[src/rtl/button_press_classifier.sv]
// Classifies a debounced button level into press, short, long, repeat and
// release pulses. Ports: clk, rst_n, btn_level in; *_pulse and held out.
// Optional auto-repeat while long-held: define BTN_AUTO_REPEAT_EN.
module button_press_classifier #(
  parameter int unsigned          CNT_W         = 24,
  parameter logic [CNT_W-1:0]     LONG_CYCLES   = 24'd10000000,
  parameter logic [CNT_W-1:0]     REPEAT_CYCLES = 24'd2500000
) (
  input  logic clk,
  input  logic rst_n,
  input  logic btn_level,
  output logic press_pulse,
  output logic short_pulse,
  output logic long_pulse,
  output logic repeat_pulse,
  output logic release_pulse,
  output logic held
);

  typedef enum logic [1:0] {
    IDLE = 2'd0,
    HELD = 2'd1,
    LONG = 2'd2
  } state_t;

  localparam logic [CNT_W-1:0] ONE       = CNT_W'(1);
  localparam logic [CNT_W-1:0] LONG_LAST = LONG_CYCLES - ONE;

  state_t           state_q, state_d;
  logic [CNT_W-1:0] cnt_q, cnt_d;
  logic             btn_q;
  logic             press_d, short_d, long_d;
  logic             repeat_d, release_d, held_d;

`ifdef BTN_AUTO_REPEAT_EN
  localparam logic [CNT_W-1:0] REP_LAST = REPEAT_CYCLES - ONE;
`else
  logic unused_repeat_cfg;
  assign unused_repeat_cfg = ^REPEAT_CYCLES;
`endif

  always_comb begin
    state_d   = state_q;
    cnt_d     = cnt_q;
    press_d   = 1'b0;
    short_d   = 1'b0;
    long_d    = 1'b0;
    repeat_d  = 1'b0;
    release_d = 1'b0;
    unique case (state_q)
      IDLE: begin
        if (btn_level && !btn_q) begin
          state_d = HELD;
          cnt_d   = '0;
          press_d = 1'b1;
        end
      end
      HELD: begin
        // release wins over a threshold hit on the same edge
        if (!btn_level) begin
          state_d   = IDLE;
          cnt_d     = '0;
          short_d   = 1'b1;
          release_d = 1'b1;
        end else if (cnt_q == LONG_LAST) begin
          state_d = LONG;
          cnt_d   = '0;
          long_d  = 1'b1;
        end else begin
          cnt_d = cnt_q + ONE;
        end
      end
      LONG: begin
        if (!btn_level) begin
          state_d   = IDLE;
          cnt_d     = '0;
          release_d = 1'b1;
        end else begin
`ifdef BTN_AUTO_REPEAT_EN
          if (cnt_q == REP_LAST) begin
            cnt_d    = '0;
            repeat_d = 1'b1;
          end else begin
            cnt_d = cnt_q + ONE;
          end
`else
          cnt_d = cnt_q;
`endif
        end
      end
      default: begin
        state_d = IDLE;
        cnt_d   = '0;
      end
    endcase
    held_d = (state_d != IDLE);
  end

  always_ff @(posedge clk or negedge rst_n) begin
    if (!rst_n) begin
      state_q       <= IDLE;
      cnt_q         <= '0;
      btn_q         <= 1'b0;
      press_pulse   <= 1'b0;
      short_pulse   <= 1'b0;
      long_pulse    <= 1'b0;
      repeat_pulse  <= 1'b0;
      release_pulse <= 1'b0;
      held          <= 1'b0;
    end else begin
      state_q       <= state_d;
      cnt_q         <= cnt_d;
      btn_q         <= btn_level;
      press_pulse   <= press_d;
      short_pulse   <= short_d;
      long_pulse    <= long_d;
      repeat_pulse  <= repeat_d;
      release_pulse <= release_d;
      held          <= held_d;
    end
  end

endmodule

[config.mk]
export PLATFORM = sky130hd
export DESIGN_NAME = button_press_classifier
export DESIGN_NICKNAME = d
export VERILOG_FILES = /design/src/rtl/button_press_classifier.sv
export SDC_FILE = /design/constraint.sdc
export NUM_CORES = 1
export LEC_CHECK = 0
export ABC_AREA = 0
export BUFFER_PORTS_ARGS = -buffer_cell sky130_fd_sc_hd__buf_4
export CELL_PAD_IN_SITES_DETAIL_PLACEMENT = 1
export CELL_PAD_IN_SITES_GLOBAL_PLACEMENT = 1
export CORE_MARGIN = 4
export CORE_UTILIZATION = 45
export DETAILED_ROUTE_END_ITERATION = 10
export GPL_ROUTABILITY_DRIVEN = 0
export PLACE_DENSITY_LB_ADDON = 0.1
export SLEW_MARGIN = 15
export SYNTH_ARGS = -nofsm -noshare
export SYNTH_HDL_FRONTEND = slang
export SYNTH_SLANG_ARGS = --single-unit
[constraint.sdc]
create_clock -name clk -period 4.31 [get_ports clk]
set_input_delay 0.6465 -clock clk [delete_from_list [all_inputs] [get_ports clk]]
set_output_delay 0.6465 -clock clk [all_outputs]
set_load 0.005 [all_outputs]
==> out/results.md, run 1 <==
| Result | Value | Unit |
|:---|:---|:---|
| Kind of launch point of the worst setup path | register | - |
| Sequential cell area fraction in the yosys report | 46.4 | % |
| Die Ht | 69.9 | um |
| Seq cells post-synth | 32 | - |
| Count of antenna diodes in the layout | 0 | - |
| Maximum number of pins on one net before global-route repair | 33 | - |
| CTS Buf Count | 5 | - |
| Count of final max-slew check failures | 0 | - |
| Vias in the first global route | 1527 | - |
| Congestion Overflow GR | 0 | - |
| Area of the multi-input gates | 881 | um2 |
| Mean instance size in the synthesized netlist | 9.59 | um2 |
| Class of the most critical setup path | reg2reg | - |
| Total chip power | 0.000749 | W |
| Required time of the worst setup path | 4.46 | ns |
| I/O pin total | 9 | - |
| Met1 track demand over resource | 24.1 | % |
| Clock tree from TritonCTS | done | - |
| Antenna violations before repair | 0 | - |
| Class of the most critical hold timing path | in2async | - |
| Number of rows in the core area | 22 | - |
| Routed via count | 1416 | - |
| Busiest layer in global routing | met2 | - |
| Worst supply voltage drop on vdd | 0.218 | mV |
| Number of design-rule violations left by the first detailed-router iteration | 93 | - |
| Status | completed | - |
| HPWL after detailed placement | 3120 | um |
| Effective utilization at floorplan | 46.8 | % |
| Area leader, netlist | sky130_fd_sc_hd__dfrtp_1 | - |
| Worst clock skew | 0.0135 | ns |
| RSZ-0062 raised after global routing | no | - |
| Via count normalized by instance count | 5.90 | - |
| Max Clk Rate | 0.394 | GHz |
| Top library cells by usage in the layout, fill and taps aside | 32 x sky130_fd_sc_hd__dfrtp_1, 16 x sky130_fd_sc_hd__nand2_1, 16 x sky130_fd_sc_hd__o21ai_0 | - |
| WL/cell | 17.9 | um |
| Most common library cell in the layout ignoring fill and taps | sky130_fd_sc_hd__dfrtp_1 | - |
| Maxcap violations | 0 | - |
| Resize count post-CTS | 0 | - |
| Pwr dens | 391 | mW/mm2 |
| Capturing element type of the critical path | register | - |
| Number of nets in the finished design | 199 | - |
| Synth unique cells | 45 | - |
| CTS root buffer | sky130_fd_sc_hd__clkbuf_8 | - |
| Core box area | 0.00369 | mm2 |
| Met3 track utilization from global routing | 4.17 | % |
| Number of fillers in the final layout | 433 | - |
| Area growth syn-to-layout | 11.0 | % |
| Insertion delay to the later sink of the worst-skew pair | 0.29 | ns |
| Die X | 69.9 | um |
| Ratio of cells with drive above 1 in the final layout | 13.0 | % |
| Total standard cell area after synthesis | 0.00173 | mm2 |
| Flip-flop and latch area | 801 | um2 |
| Die Footprint | 0.00489 | mm2 |
| Worst slew margin relative to its limit | 56.4 | % |
| Detailed-router iteration count before antenna repair | 4 | - |
| Worst EP arrival | 2.69 | ns |
| All-layer global routing usage | 19.4 | % |
| Clock Sinks | 32 | - |
| Number of cells produced by synthesis | 180 | - |
| Post-route setup TNS | 0 | ns |
| GR Util met2 | 32.7 | % |
| Clk pin slew, worst setup/hold paths | 0.08 | ns |
| Total wire length | 4290 | um |
| Proportion of netlist area held by the largest area contributor | 46.4 | % |
| Share of the clock period used by the worst path after layout | 58.9 | % |
| Number of remaining DRC errors | 0 | - |
| Hold violation total from the final report | 0 | - |
| Worst Tran Pin Value | 0.648 | ns |
| Top area cells in the synthesized netlist | sky130_fd_sc_hd__dfrtp_1 46%, sky130_fd_sc_hd__o21ai_0 4.6%, sky130_fd_sc_hd__a21oi_1 4.3% | - |
| Final min period | 2.54 | ns |
| Leak Pwr | 0.818 | nW |
| Worst-path fanout max | 10 | - |
| Global-route wire length before repair | 7530 | um |
| Yosys warning count | 0 | - |
| Setup fix buffers added after clock tree synthesis | 0 | - |
| Most used flip-flop cell after synthesis | sky130_fd_sc_hd__dfrtp_1 | - |
| Buffer depth of the longest clock path | 2 | - |
| Synthesized net count | 188 | - |
| Number of nets still failing antenna checks after routing | 0 | - |
| Post-synth EDFFs | 0 | - |
| Synth async-reset ratio | 100 | % |
| # hold bufs at CTS | 0 | - |
| Final number of setup-violating endpoints | 0 | - |
| Number of port buffers | 7 | - |
| H-tree level count | 2 | - |
cells by family after synthesis:
family                   count (synthesis)  share of synthesized area (%)
AND/OR/NAND/NOR                         79                           27.0
AO/OA/AOI/OAI                           46                           17.1
flip-flops                              32                           46.4
buffers and inverters                   11                           2.61
adder cells (fa/ha/maj)                  5                           3.62
XOR/XNOR                                 5                           2.54
other                                    1                          0.217
multiplexers                             1                          0.580
synth_stat cells (2+ instances only):
cell type                  instances
sky130_fd_sc_hd__a21o_1            2
sky130_fd_sc_hd__a21oi_1          15
sky130_fd_sc_hd__a21oi_2           2
sky130_fd_sc_hd__and2_1            4
sky130_fd_sc_hd__and3_1            3
sky130_fd_sc_hd__clkbuf_1          2
sky130_fd_sc_hd__dfrtp_1          32
sky130_fd_sc_hd__ha_1              5
sky130_fd_sc_hd__inv_1             8
sky130_fd_sc_hd__nand2_1          16
sky130_fd_sc_hd__nand2b_1          3
sky130_fd_sc_hd__nand3_1          10
sky130_fd_sc_hd__nand4_1           5
sky130_fd_sc_hd__nor2_1           12
sky130_fd_sc_hd__nor2b_1           2
sky130_fd_sc_hd__nor4_1            2
sky130_fd_sc_hd__o21ai_0          16
sky130_fd_sc_hd__o31ai_1           3
sky130_fd_sc_hd__or3_1             5
sky130_fd_sc_hd__or4_1             4
sky130_fd_sc_hd__xor2_1            5
path summary, 6_finish.rpt:
path	from	to	slack (ns)	cells past startpoint
hold / removal	rst_n	cnt_q[23]	0.29	1
setup reg to reg	cnt_q[0]	cnt_q[18]	1.77	6
setup / recovery	cnt_q[0]	cnt_q[18]	1.77	6
min in group clk	cnt_q[6]	cnt_q[6]	0.51	1
hold reg to reg	cnt_q[6]	cnt_q[6]	0.51	1
max in group asynchronous	rst_n	cnt_q[0]	3.72	1
through the flow:
step | util [%] | setup slack, ns | area (um2) | hold slack [ns] | std cells
after detailed placement | 49.5 | 1.82 | 1820 | 0.503 | 232
after global placement | 49.5 | 1.86 | 1820 | 0.511 | 232
after global routing | 52.0 | 1.59 | 1920 | 0.303 | 240
after CTS | 52.0 | 1.78 | 1920 | 0.286 | 240
final | 52.0 | 1.77 | 1920 | 0.287 | 240
after floorplan | - | 2.25 | 1730 | 0.351 | 180
flip-flops by register name (all words and copies together) (netlist names):
register and cells:
held 1, state_q 2, short_pulse 1, release_pulse 1, press_pulse 1, cnt_q 24
btn_q 1, long_pulse 1
critical path, stage by stage (launching register included):
cell and delay [ns]:
sky130_fd_sc_hd__dfrtp_1 0.44, sky130_fd_sc_hd__ha_1 0.26, sky130_fd_sc_hd__nand3_1 0.23, sky130_fd_sc_hd__nor4_1 0.65, sky130_fd_sc_hd__a21oi_2 0.27, sky130_fd_sc_hd__nor2_2 0.44, sky130_fd_sc_hd__nor2_1 0.11
routing by layer:
layer  up-vias  wire [um]
met5         -          0
met4         0         31
met3         4        103
met2        14       2190
met1       723       1970
li1        675          -
power breakdown:
part	leakage (nW)	total (W)	internal (W)	switching (W)
Combinational	0.328	0.000171	0.0000572	0.000114
Sequential	0.439	0.000338	0.000320	0.0000178
Clock	0.0510	0.000240	0.000127	0.000112
Total	0.818	0.000749	0.000505	0.000244
layout make-up:
type                    count  area share, %
clock buffers               6           4.31
flip-flops and latches     32           41.8
repair buffers              7           2.74
clock inverters             2          0.522
inverters                   8           1.57
well taps                  48           3.13
multi-input cells         137           46.0
Note: power is estimated with default switching activity, not from simulation.
==> run 2, diff against run 1 <==
==> constraint.sdc (replaced) <==
create_clock -name clk -period 2.6 [get_ports clk]
set_input_delay 0.39 -clock clk [delete_from_list [all_inputs] [get_ports clk]]
set_output_delay 0.39 -clock clk [all_outputs]
set_load 0.005 [all_outputs]
==> run 2 against run 1 <==
Clock power rose by 75%. Critical path depth rose by 1. Utilization rose by 0.81 points. Largest cell class unchanged. Non-clock buffer count rose by 2. Die area did not move. Via count rose by 1.4%. Maximum frequency rose by 8.9%. First-iteration DRC count fell by 35%. Final cell count rose by 0.42%. Critical endpoint is now cnt_q[23]. Final area rose by 1.6%. Clock skew fell by 0.0057 ns.
==> out/results.md, run 2 (same netlist as run 1, synthesis figures left out) <==
| Result | Value | Unit | Delta |
|:---|:---|:---|:---|
| Status | completed | - |  |
| Post-route setup TNS | 0 | ns | unchanged |
| Top library cells by usage in the layout, fill and taps aside | 32 x sky130_fd_sc_hd__dfrtp_1, 16 x sky130_fd_sc_hd__nand2_1, 16 x sky130_fd_sc_hd__o21ai_0 | - |  |
| Global-route wire length before repair | 7970 | um | +5.9% |
| Via count normalized by instance count | 5.96 | - | +0.99% |
| Number of fillers in the final layout | 447 | - | +3.2% |
| Detailed-router iteration count before antenna repair | 4 | - | unchanged |
| Worst reg2reg path depth | 7 | - | +1 |
| End of the worst register-to-register path | cnt_q[23] | - |  |
| Clock tree from TritonCTS | done | - |  |
| Destination of the critical timing path | cnt_q[23] | - |  |
| Post-Place Cells | 234 | - | +0.86% |
| Maximum number of pins on one net before global-route repair | 33 | - | unchanged |
| Worst path max stage delay | 0.51 | ns | -0.14 ns |
| Pwr dens | 659 | mW/mm2 | +69% |
| Worst slew margin relative to its limit | 57.8 | % | +1.4 points |
| Cell type of the slowest stage on the worst timing path | sky130_fd_sc_hd__or4_4 | - |  |
| CP cell instances | inv_1, ha_1, and2_1, a2111oi_4, nand3_4, or4_4, a21oi_2 | - |  |
| Area growth syn-to-layout | 12.8 | % |  |
| Required time of the worst setup path | 2.81 | ns | -1.65 ns |
| RSZ-0062 raised after global routing | no | - |  |
| Buffer depth of the longest clock path | 2 | - | unchanged |
| Congestion Overflow GR | 0 | - | unchanged |
| Worst clock skew | 0.00777 | ns | -0.00574 ns |
| Routed via count | 1436 | - | +1.4% |
| Worst supply voltage drop on vdd | 0.301 | mV | +38% |
| Kind of launch point of the worst setup path | register | - |  |
| Count of final max-slew check failures | 0 | - | unchanged |
| Total chip power | 0.00128 | W | +71% |
| Die Footprint | 0.00489 | mm2 | unchanged |
| Effective utilization at floorplan | 46.8 | % | unchanged |
| I/O pin total | 9 | - | unchanged |
| Antenna violations before repair | 0 | - | unchanged |
| Share of the clock period used by the worst path after layout | 89.6 | % | +31 points |
| Post-route non-filler standard cell count | 241 | - | +0.42% |
| Final number of setup-violating endpoints | 0 | - | unchanged |
| Ratio of cells with drive above 1 in the final layout | 14.0 | % | +0.97 points |
| Count of antenna diodes in the layout | 0 | - | unchanged |
| Clock Sinks | 32 | - | unchanged |
| Core box area | 0.00369 | mm2 | unchanged |
| Capturing element type of the critical path | register | - |  |
| All-layer global routing usage | 20.4 | % | +0.97 points |
| Flip-flop count of the largest register after layout | 24 | - | unchanged |
| Final min period | 2.33 | ns | -0.208 ns |
| CTS root buffer | sky130_fd_sc_hd__clkbuf_8 | - |  |
| CP startpoint | state_q[0] | - |  |
| Startpoint of the most critical register-to-register path | state_q[0] | - |  |
| Largest Register | cnt_q | - |  |
| Number of port buffers | 7 | - | unchanged |
| Worst EP arrival | 2.55 | ns | -0.14 ns |
| Die X | 69.9 | um | unchanged |
| HPWL after detailed placement | 3300 | um | +5.7% |
| Worst reg2reg setup slack | 0.27 | ns | -1.50 ns |
| Total wire length | 4500 | um | +4.9% |
| Class of the most critical hold timing path | in2async | - |  |
| Setup fix buffers added after clock tree synthesis | 0 | - | unchanged |
| Die Ht | 69.9 | um | unchanged |
| Number of nets still failing antenna checks after routing | 0 | - | unchanged |
| Number of rows in the core area | 22 | - | unchanged |
| Clk pin slew, worst setup/hold paths | 0.07 | ns | about the same |
| Hold violation total from the final report | 0 | - | unchanged |
| WL/cell | 18.7 | um | +4.5% |
| Worst Tran Pin Value | 0.633 | ns | -0.0151 ns |
| Number of design-rule violations left by the first detailed-router iteration | 60 | - | -35% |
| Number of nets in the finished design | 201 | - | +1.0% |
| Maxcap violations | 0 | - | unchanged |
| Class of the most critical setup path | reg2reg | - |  |
| CTS Buf Count | 5 | - | unchanged |
| H-tree level count | 2 | - | unchanged |
| Max Clk Rate | 0.429 | GHz | +8.9% |
| Regs by FF count | cnt_q x24, state_q x2 | - |  |
| Most common library cell in the layout ignoring fill and taps | sky130_fd_sc_hd__dfrtp_1 | - |  |
| Vias in the first global route | 1574 | - | +3.1% |
| Worst-path fanout max | 7 | - | -3 |
| Number of remaining DRC errors | 0 | - | unchanged |
| Insertion delay to the later sink of the worst-skew pair | 0.29 | ns | about the same |
| Leak Pwr | 0.829 | nW | +1.3% |
## run 2: cell count changes in the layout (fill, tap and decap cells not counted), sizes merged
cell	before	now
buf	7	9
clkbuf	6	7
clkinv	2	0
## run 2: timing repair
item / in CTS / in global routing
pin swaps: 0 / 0
hold endpoints to repair: 0 / 0
resized for setup: 1 / 1
endpoints found under the setup margin: 1 / 1
hold buffers: 0 / 0
## run 2: stage by stage
| step | utilization, % | hold WS [ns] | area, um2 | setup WS (ns) |
|---|---|---|---|---|
| after global placement | 49.9 | 0.344 | 1840 | 0.302 |
| after detailed placement | 49.9 | 0.359 | 1840 | 0.0104 |
| after CTS | 52.6 | 0.0503 | 1940 | 0.197 |
| after global routing | 52.8 | 0.0622 | 1950 | 0.0589 |
| after floorplan | - | 0.0944 | 1730 | 0.540 |
| final | 52.8 | 0.0364 | 1950 | 0.269 |
## run 2: how the worst min path moves through the flow
stage | start | slack, ns | cells past startpoint | end
after floorplan | rst_n | 0.09 | 0 | btn_q
after global placement | rst_n | 0.34 | 1 | cnt_q[23]
after detailed placement | rst_n | 0.36 | 1 | cnt_q[22]
after CTS | rst_n | 0.05 | 1 | long_pulse
after global routing | rst_n | 0.06 | 1 | long_pulse
final | rst_n | 0.04 | 1 | cnt_q[17]
## run 2: cell type report
cell class	count	area (um2)	share of cell area, %
multi-input cells	137	892	45.8
flip-flops and latches	32	801	41.1
clock buffers	7	96.3	4.95
repair buffers	9	67.6	3.47
well taps	48	60.1	3.08
inverters	8	30.0	1.54
## run 2: worst max-delay path: cells and delay by family, from the launching register on
kind / cells / cell delay [ns]
fa+ha+maj: 1 / 0.22
compound gates: 2 / 0.61
buf+inv: 1 / 0.10
flops: 1 / 0.43
simple gates: 3 / 0.90
## run 2: power by group
group | total (W) | internal, W | switching [W] | leakage, nW
combinational | 0.000303 | 0.000105 | 0.000198 | 0.339
sequential | 0.000560 | 0.000531 | 0.0000290 | 0.439
clock | 0.000419 | 0.000236 | 0.000183 | 0.0503
## run 2: metal layers
layer	track usage [%]	up-vias	wire length, um	share of wire (%)
met5	0	-	0	0
met4	6.38	0	85	1.9
met3	5.18	11	156	3.5
met2	34.1	23	2280	51
met1	25.7	727	1980	44
li1	-	675	-	-
